===== src/rtl/seg7_capture_decoder.sv =====
`default_nettype none
// ============================================================================
// Module   : seg7_capture_decoder
// Purpose  : Samples an active-low 7-segment bus {a..g}. It waits until the
//            pattern has been stable for STABLE_CYCLES clocks, then converts
//            each newly stable pattern back into a BCD digit {W,X,Y,Z}.
//            Results are offered through a valid/ack handshake.
// Revision : 1.0  initial release
// ----------------------------------------------------------------------------
// Ports
//   clk        in   rising-edge clock
//   rst_n      in   asynchronous active-low reset
//   a..g       in   segment bus, active-low, a = MSB of the pattern
//   out_ack    in   consumer accepts the pending result
//   W,X,Y,Z    out  decoded BCD digit (W = MSB), 1111 for blank/error
//   out_valid  out  a result is pending
//   err        out  pending result is an unknown pattern
//   blank      out  pending result is the all-off pattern
//   overrun    out  sticky: an event was dropped while a result was pending
//   err_count  out  saturating count of error events
// ============================================================================
module seg7_capture_decoder #(
    parameter int STABLE_CYCLES = 4
) (
    input  logic       clk,
    input  logic       rst_n,
    input  logic       a,
    input  logic       b,
    input  logic       c,
    input  logic       d,
    input  logic       e,
    input  logic       f,
    input  logic       g,
    input  logic       out_ack,
    output logic       W,
    output logic       X,
    output logic       Y,
    output logic       Z,
    output logic       out_valid,
    output logic       err,
    output logic       blank,
    output logic       overrun,
    output logic [3:0] err_count
);

    localparam logic [7:0] c_STABLE_MAX = 8'(STABLE_CYCLES);
    localparam logic [6:0] c_SEG_BLANK  = 7'b1111111;
    localparam logic [3:0] c_BCD_NONE   = 4'b1111;
    localparam logic [3:0] c_ERR_MAX    = 4'd15;

    localparam logic [0:0] c_ST_EMPTY = 1'b0;
    localparam logic [0:0] c_ST_FULL  = 1'b1;

    logic [6:0] w_seg_in;
    logic [6:0] seg_q;
    logic [6:0] last_acc_q;
    logic [7:0] stab_cnt_q;
    logic [7:0] stab_cnt_d;

    logic [0:0] state_q;
    logic [0:0] state_d;

    logic [3:0] bcd_q;
    logic       err_q;
    logic       blank_q;
    logic       overrun_q;
    logic [3:0] err_count_q;

    logic [3:0] w_dec_bcd;
    logic       w_dec_err;
    logic       w_dec_blank;
    logic       w_evt;
    logic       w_load;
    logic       w_drop;

    assign w_seg_in = {a, b, c, d, e, f, g};

    // Run-length of identical samples, restarted at 1 on any change and
    // parked at the threshold so a held pattern does not wrap the counter.
    always_comb begin
        stab_cnt_d = stab_cnt_q;
        if (w_seg_in != seg_q) begin
            stab_cnt_d = 8'd1;
        end else if (stab_cnt_q < c_STABLE_MAX) begin
            stab_cnt_d = stab_cnt_q + 8'd1;
        end
    end

    // Comparing against the last accepted pattern gives exactly one event per
    // distinct stable pattern. It also suppresses a return to that pattern
    // after a short glitch.
    assign w_evt = (stab_cnt_q == c_STABLE_MAX) && (seg_q != last_acc_q);

    // Inverse of the display decoder's code table.
    always_comb begin
        w_dec_bcd   = c_BCD_NONE;
        w_dec_err   = 1'b0;
        w_dec_blank = 1'b0;
        case (seg_q)
            7'b0000001: w_dec_bcd = 4'd0;
            7'b1001111: w_dec_bcd = 4'd1;
            7'b0010010: w_dec_bcd = 4'd2;
            7'b0000110: w_dec_bcd = 4'd3;
            7'b1001100: w_dec_bcd = 4'd4;
            7'b0100100: w_dec_bcd = 4'd5;
            7'b0100000: w_dec_bcd = 4'd6;
            7'b0001111: w_dec_bcd = 4'd7;
            7'b0000000: w_dec_bcd = 4'd8;
            7'b0000100: w_dec_bcd = 4'd9;
            c_SEG_BLANK: w_dec_blank = 1'b1;
            default:     w_dec_err   = 1'b1;
        endcase
    end

    // An ack in the same cycle as an event frees the slot for the new result.
    assign w_load = w_evt && ((state_q == c_ST_EMPTY) || out_ack);
    assign w_drop = w_evt && (state_q == c_ST_FULL) && !out_ack;

    always_comb begin
        state_d = state_q;
        case (state_q)
            c_ST_EMPTY: begin
                if (w_evt) begin
                    state_d = c_ST_FULL;
                end
            end
            c_ST_FULL: begin
                if (out_ack && !w_evt) begin
                    state_d = c_ST_EMPTY;
                end
            end
            default: state_d = c_ST_EMPTY;
        endcase
    end

    always_ff @(posedge clk or negedge rst_n) begin
        if (!rst_n) begin
            seg_q       <= c_SEG_BLANK;
            stab_cnt_q  <= 8'd0;
            last_acc_q  <= c_SEG_BLANK;
            state_q     <= c_ST_EMPTY;
            bcd_q       <= c_BCD_NONE;
            err_q       <= 1'b0;
            blank_q     <= 1'b0;
            overrun_q   <= 1'b0;
            err_count_q <= 4'd0;
        end else begin
            seg_q      <= w_seg_in;
            stab_cnt_q <= stab_cnt_d;
            state_q    <= state_d;

            // last_acc and err_count track every event, dropped or not.
            if (w_evt) begin
                last_acc_q <= seg_q;
                if (w_dec_err && (err_count_q != c_ERR_MAX)) begin
                    err_count_q <= err_count_q + 4'd1;
                end
            end

            if (w_load) begin
                bcd_q   <= w_dec_bcd;
                err_q   <= w_dec_err;
                blank_q <= w_dec_blank;
            end

            if (w_drop) begin
                overrun_q <= 1'b1;
            end
        end
    end

    assign {W, X, Y, Z} = bcd_q;
    assign out_valid    = (state_q == c_ST_FULL);
    assign err          = err_q;
    assign blank        = blank_q;
    assign overrun      = overrun_q;
    assign err_count    = err_count_q;

endmodule
`default_nettype wire


===== config.mk =====
export PLATFORM = sky130hd
export DESIGN_NAME = seg7_capture_decoder
export DESIGN_NICKNAME = d
export VERILOG_FILES = /design/src/rtl/seg7_capture_decoder.sv
export SDC_FILE = /design/constraint.sdc
export NUM_CORES = 1
export LEC_CHECK = 0
export ABC_AREA = 1
export BUFFER_PORTS_ARGS = -buffer_cell sky130_fd_sc_hd__buf_4
export CAP_MARGIN = 30
export CORE_ASPECT_RATIO = 0.6
export CORE_MARGIN = 5
export CORE_UTILIZATION = 55
export DETAILED_ROUTE_END_ITERATION = 8
export HOLD_SLACK_MARGIN = 0.12
export PLACE_DENSITY_LB_ADDON = 0.1
export SETUP_SLACK_MARGIN = 0.3
export SYNTH_ARGS = -nofsm -noshare
export SYNTH_HDL_FRONTEND = slang
export SYNTH_SLANG_ARGS = --single-unit

===== constraint.sdc =====
create_clock -name clk -period 3 [get_ports clk]
set_input_delay 0.6 -clock clk [delete_from_list [all_inputs] [get_ports clk]]
set_output_delay 0.6 -clock clk [all_outputs]
set_load 0.02 [all_outputs]

==> flow_summary.yaml <==
run_status:
  outcome: "completed"
routing:
  antenna_left: 0
  drt-initial-drc-count: 53
  drc: 0
  num_vias: 1346
  vias_per_cell: 4.84
  post_drt_wl_per_cell_um: 12.3
  firstDrtPassIters: 4
  finalWirelength_mm: 3.42
pwr:
  switching_power_uw: 218
  powerDensity_nw_per_um2: 486
  p_comb_frac: 0.061
  clkPwrFrac: 0.481
  p_leak_nw: 1.02
  p_int_uw: 828
  seqPwrFrac: 0.458
  p_sw_frac: 0.209
  ir_drop_mv: 0.415
clock_network:
  cts_root_buf: "clkbuf_8"
  tritoncts: "built"
  clkSlewWorstSetupHoldPaths_ps: 70
  cts.htree.levels: 2
  cts.repair.resized: 0
  numClockSinks: 34
  post_cts_buffers: 0
  cts_buffers: 5
  clock_latency_ps: 280
  ctsHoldBuffers: 0
  cts_max_path_buffers: 2
timing:
  setup_viol: 0
  grt_setup_unrepaired: "no"
  finalCriticalPeriod_ps: 1710
  finalHoldViolCount: 0
  clock_skew_ps: 3.71
  slew_violations: 0
  worst_slew_pin_slew_ps: 414
  setup_ws_ps: 1290
  fin_setup_tns_ps: 0
  fin_crit_sh: 0.570
  max-slew-margin-rel: 0.724
  fmax_ghz: 0.585
  holdWs_ps: 244
floorplan:
  die_area_um2: 4620
  die_h_um: 54.7
  fp.dieW_um: 84.5
  core_um2: 3220
  row_count: 16
  io_pins: 22
  start_util: 0.568
final_layout:
  n_antenna_cell: 0
  syn2layout_area_growth_pct: 17.8
  nets: 245
  fillers: 270
  drive_above_1_share: 0.356
grt:
  overflow: 0
  antenna_found_initial: 0
  grt_max_degree: 35
  grt_pass1_wl_mm: 5.84
  grt_pass1_vias: 1349
  grt_usage: 0.164
logic_synthesis:
  synthAdderAreaFrac: 0.0205
  synthTopCellsByArea: "dfstp_2, dfrtp_1, nand2_1"
  synth-compound-area-share: 0.0595
  async_reset_ff_frac: 1.00
  syn_inst: 208
  ys_warn_count: 0
  ys_ff_latch: 34
  synth_area_per_cell_um2: 8.79
  synth_top_area_share: 0.259
  muxShareOfSynthArea: 0
  netlist_area_um2: 1830
  yosysMostFrequentCell: "nand2_1"
  synthSimpleGateAreaFrac: 0.304
  synth_edf_count: 0
  synth_cell_types: 28
  synth_top_family_by_area: "simple AND/OR/NAND/NOR gates"
  synth_nets: 221
  synth_ff_type: "dfstp_2"
  synth_xor_area_frac: 0.0670
  synth_common_cells: "nand2_1, nor2_1, dfstp_2, inv_1, dfrtp_1"
  ys_seq_area_frac: 0.477
  yosysTopAreaCell: "dfstp_2"
critical_path:
  rr_endpoint: "err_count[0]$_DFFE_PN0P_"
  worstReg2RegStart: "seg_q[0]$_DFF_PN1_"
  r2r_cells: 11
  critical_path_class: "reg2reg"
  worstSetupEndpointType: "flop"
  arrival_ps: 1890
  startpoint: "seg_q[0]$_DFF_PN1_"
  cp-start-kind: "flop"
  reg2reg_slack_ps: 1290
  worstPathMaxFanout: 7
  cp.required_ps: 3170
hold_path:
  hold_class: "in2async"
placement:
  globalplace.congestion: 0.809
  place_ws_ps: 1280
  hpwl_mm: 2.54
  portBuffers: 21
flow_run:
  drv_cap: 0
worst max path at each step:
stage / endpoint / slack (ps) / depth (start not counted)
final: err_count[0]$_DFFE_PN0P_ / 1290 / 11
after global routing: err_count[2]$_DFFE_PN0P_ / 1150 / 11
after CTS: err_count[0]$_DFFE_PN0P_ / 1310 / 11
after detailed placement: stab_cnt_q[2]$_DFFE_PN0P_ / 1280 / 7
after global placement: stab_cnt_q[2]$_DFFE_PN0P_ / 1320 / 7
after floorplan: err_count[2]$_DFFE_PN0P_ / 1420 / 12
metal layers:
layer,GRT usage,vias up,part of all wire
li1,-,694,-
met4,0.0395,0,0.010
met1,0.199,624,0.47
met5,0,-,0
met2,0.293,23,0.47
met3,0.0526,5,0.047
power groups by stage:
stage / clock network [mW] / registers, mW / logic, mW
floorplan: 0 / 0.482 / 0.0415
global placement: 0 / 0.487 / 0.0632
detailed placement: 0 / 0.487 / 0.0644
CTS: 0.515 / 0.479 / 0.0654
global route: 0.530 / 0.481 / 0.0722
finish: 0.503 / 0.479 / 0.0643
logic make-up after synthesis:
family | Yosys count
flip-flops | 34
XOR/XNOR | 14
AND/OR/NAND/NOR | 110
buffers and inverters | 31
adder cells (fa/ha/maj) | 3
AO/OA/AOI/OAI | 16
worst max-delay path, stage by stage, from the launching register on:
cell and delay, ps:
dfstp_2 610, inv_2 70, nand2_2 100, nor2_1 50, nand2_1 80, nand2_2 70, nor2_4 160, nand2_4 80
nor2_8 120, nand3_2 110, nand2_1 90, nand2_1 50
registers in the layout, indices dropped and copies added (netlist names):
name        cells
stab_cnt_q      8
last_acc_q      7
seg_q           7
bcd_q           4
err_count       4
blank           1
err             1
out_valid       1
overrun         1
per-stage QoR:
stage	instance area (um2)	total power [mW]	instances	util
2_1_floorplan	1830	0.524	208	-
3_3_place_gp	2020	0.550	270	0.626
3_5_place_dp	2020	0.551	270	0.626
4_1_cts	2150	1.06	278	0.668
5_1_grt	2150	1.08	278	0.668
6_report	2150	1.05	278	0.668
placed cells by master (no fill, tap or decap), types with 3 or more instances in the layout:
cell and count:
nand2_1 52, buf_4 21, nor2_1 20, inv_1 18, dfstp_2 18, dfrtp_1 16, nand3_1 9, xnor2_1 9
inv_2 8, nand2_2 8, nand4_1 7, o21ai_2 6, xor2_1 5, a21oi_1 5, clkbuf_8 5, nor2_4 3
ha_1 3
final cells by class:
| cell class | instances | area, um2 | area share |
|---|---|---|---|
| clock buffers | 5 | 68.8 | 0.0319 |
| clock inverters | 3 | 68.8 | 0.0319 |
| multi-input cells | 143 | 826 | 0.383 |
| inverters | 27 | 104 | 0.0482 |
| flip-flops and latches | 34 | 873 | 0.405 |
| well taps | 45 | 56.3 | 0.0261 |
| repair buffers | 21 | 158 | 0.0732 |
Power figures use the tool's default switching activity.
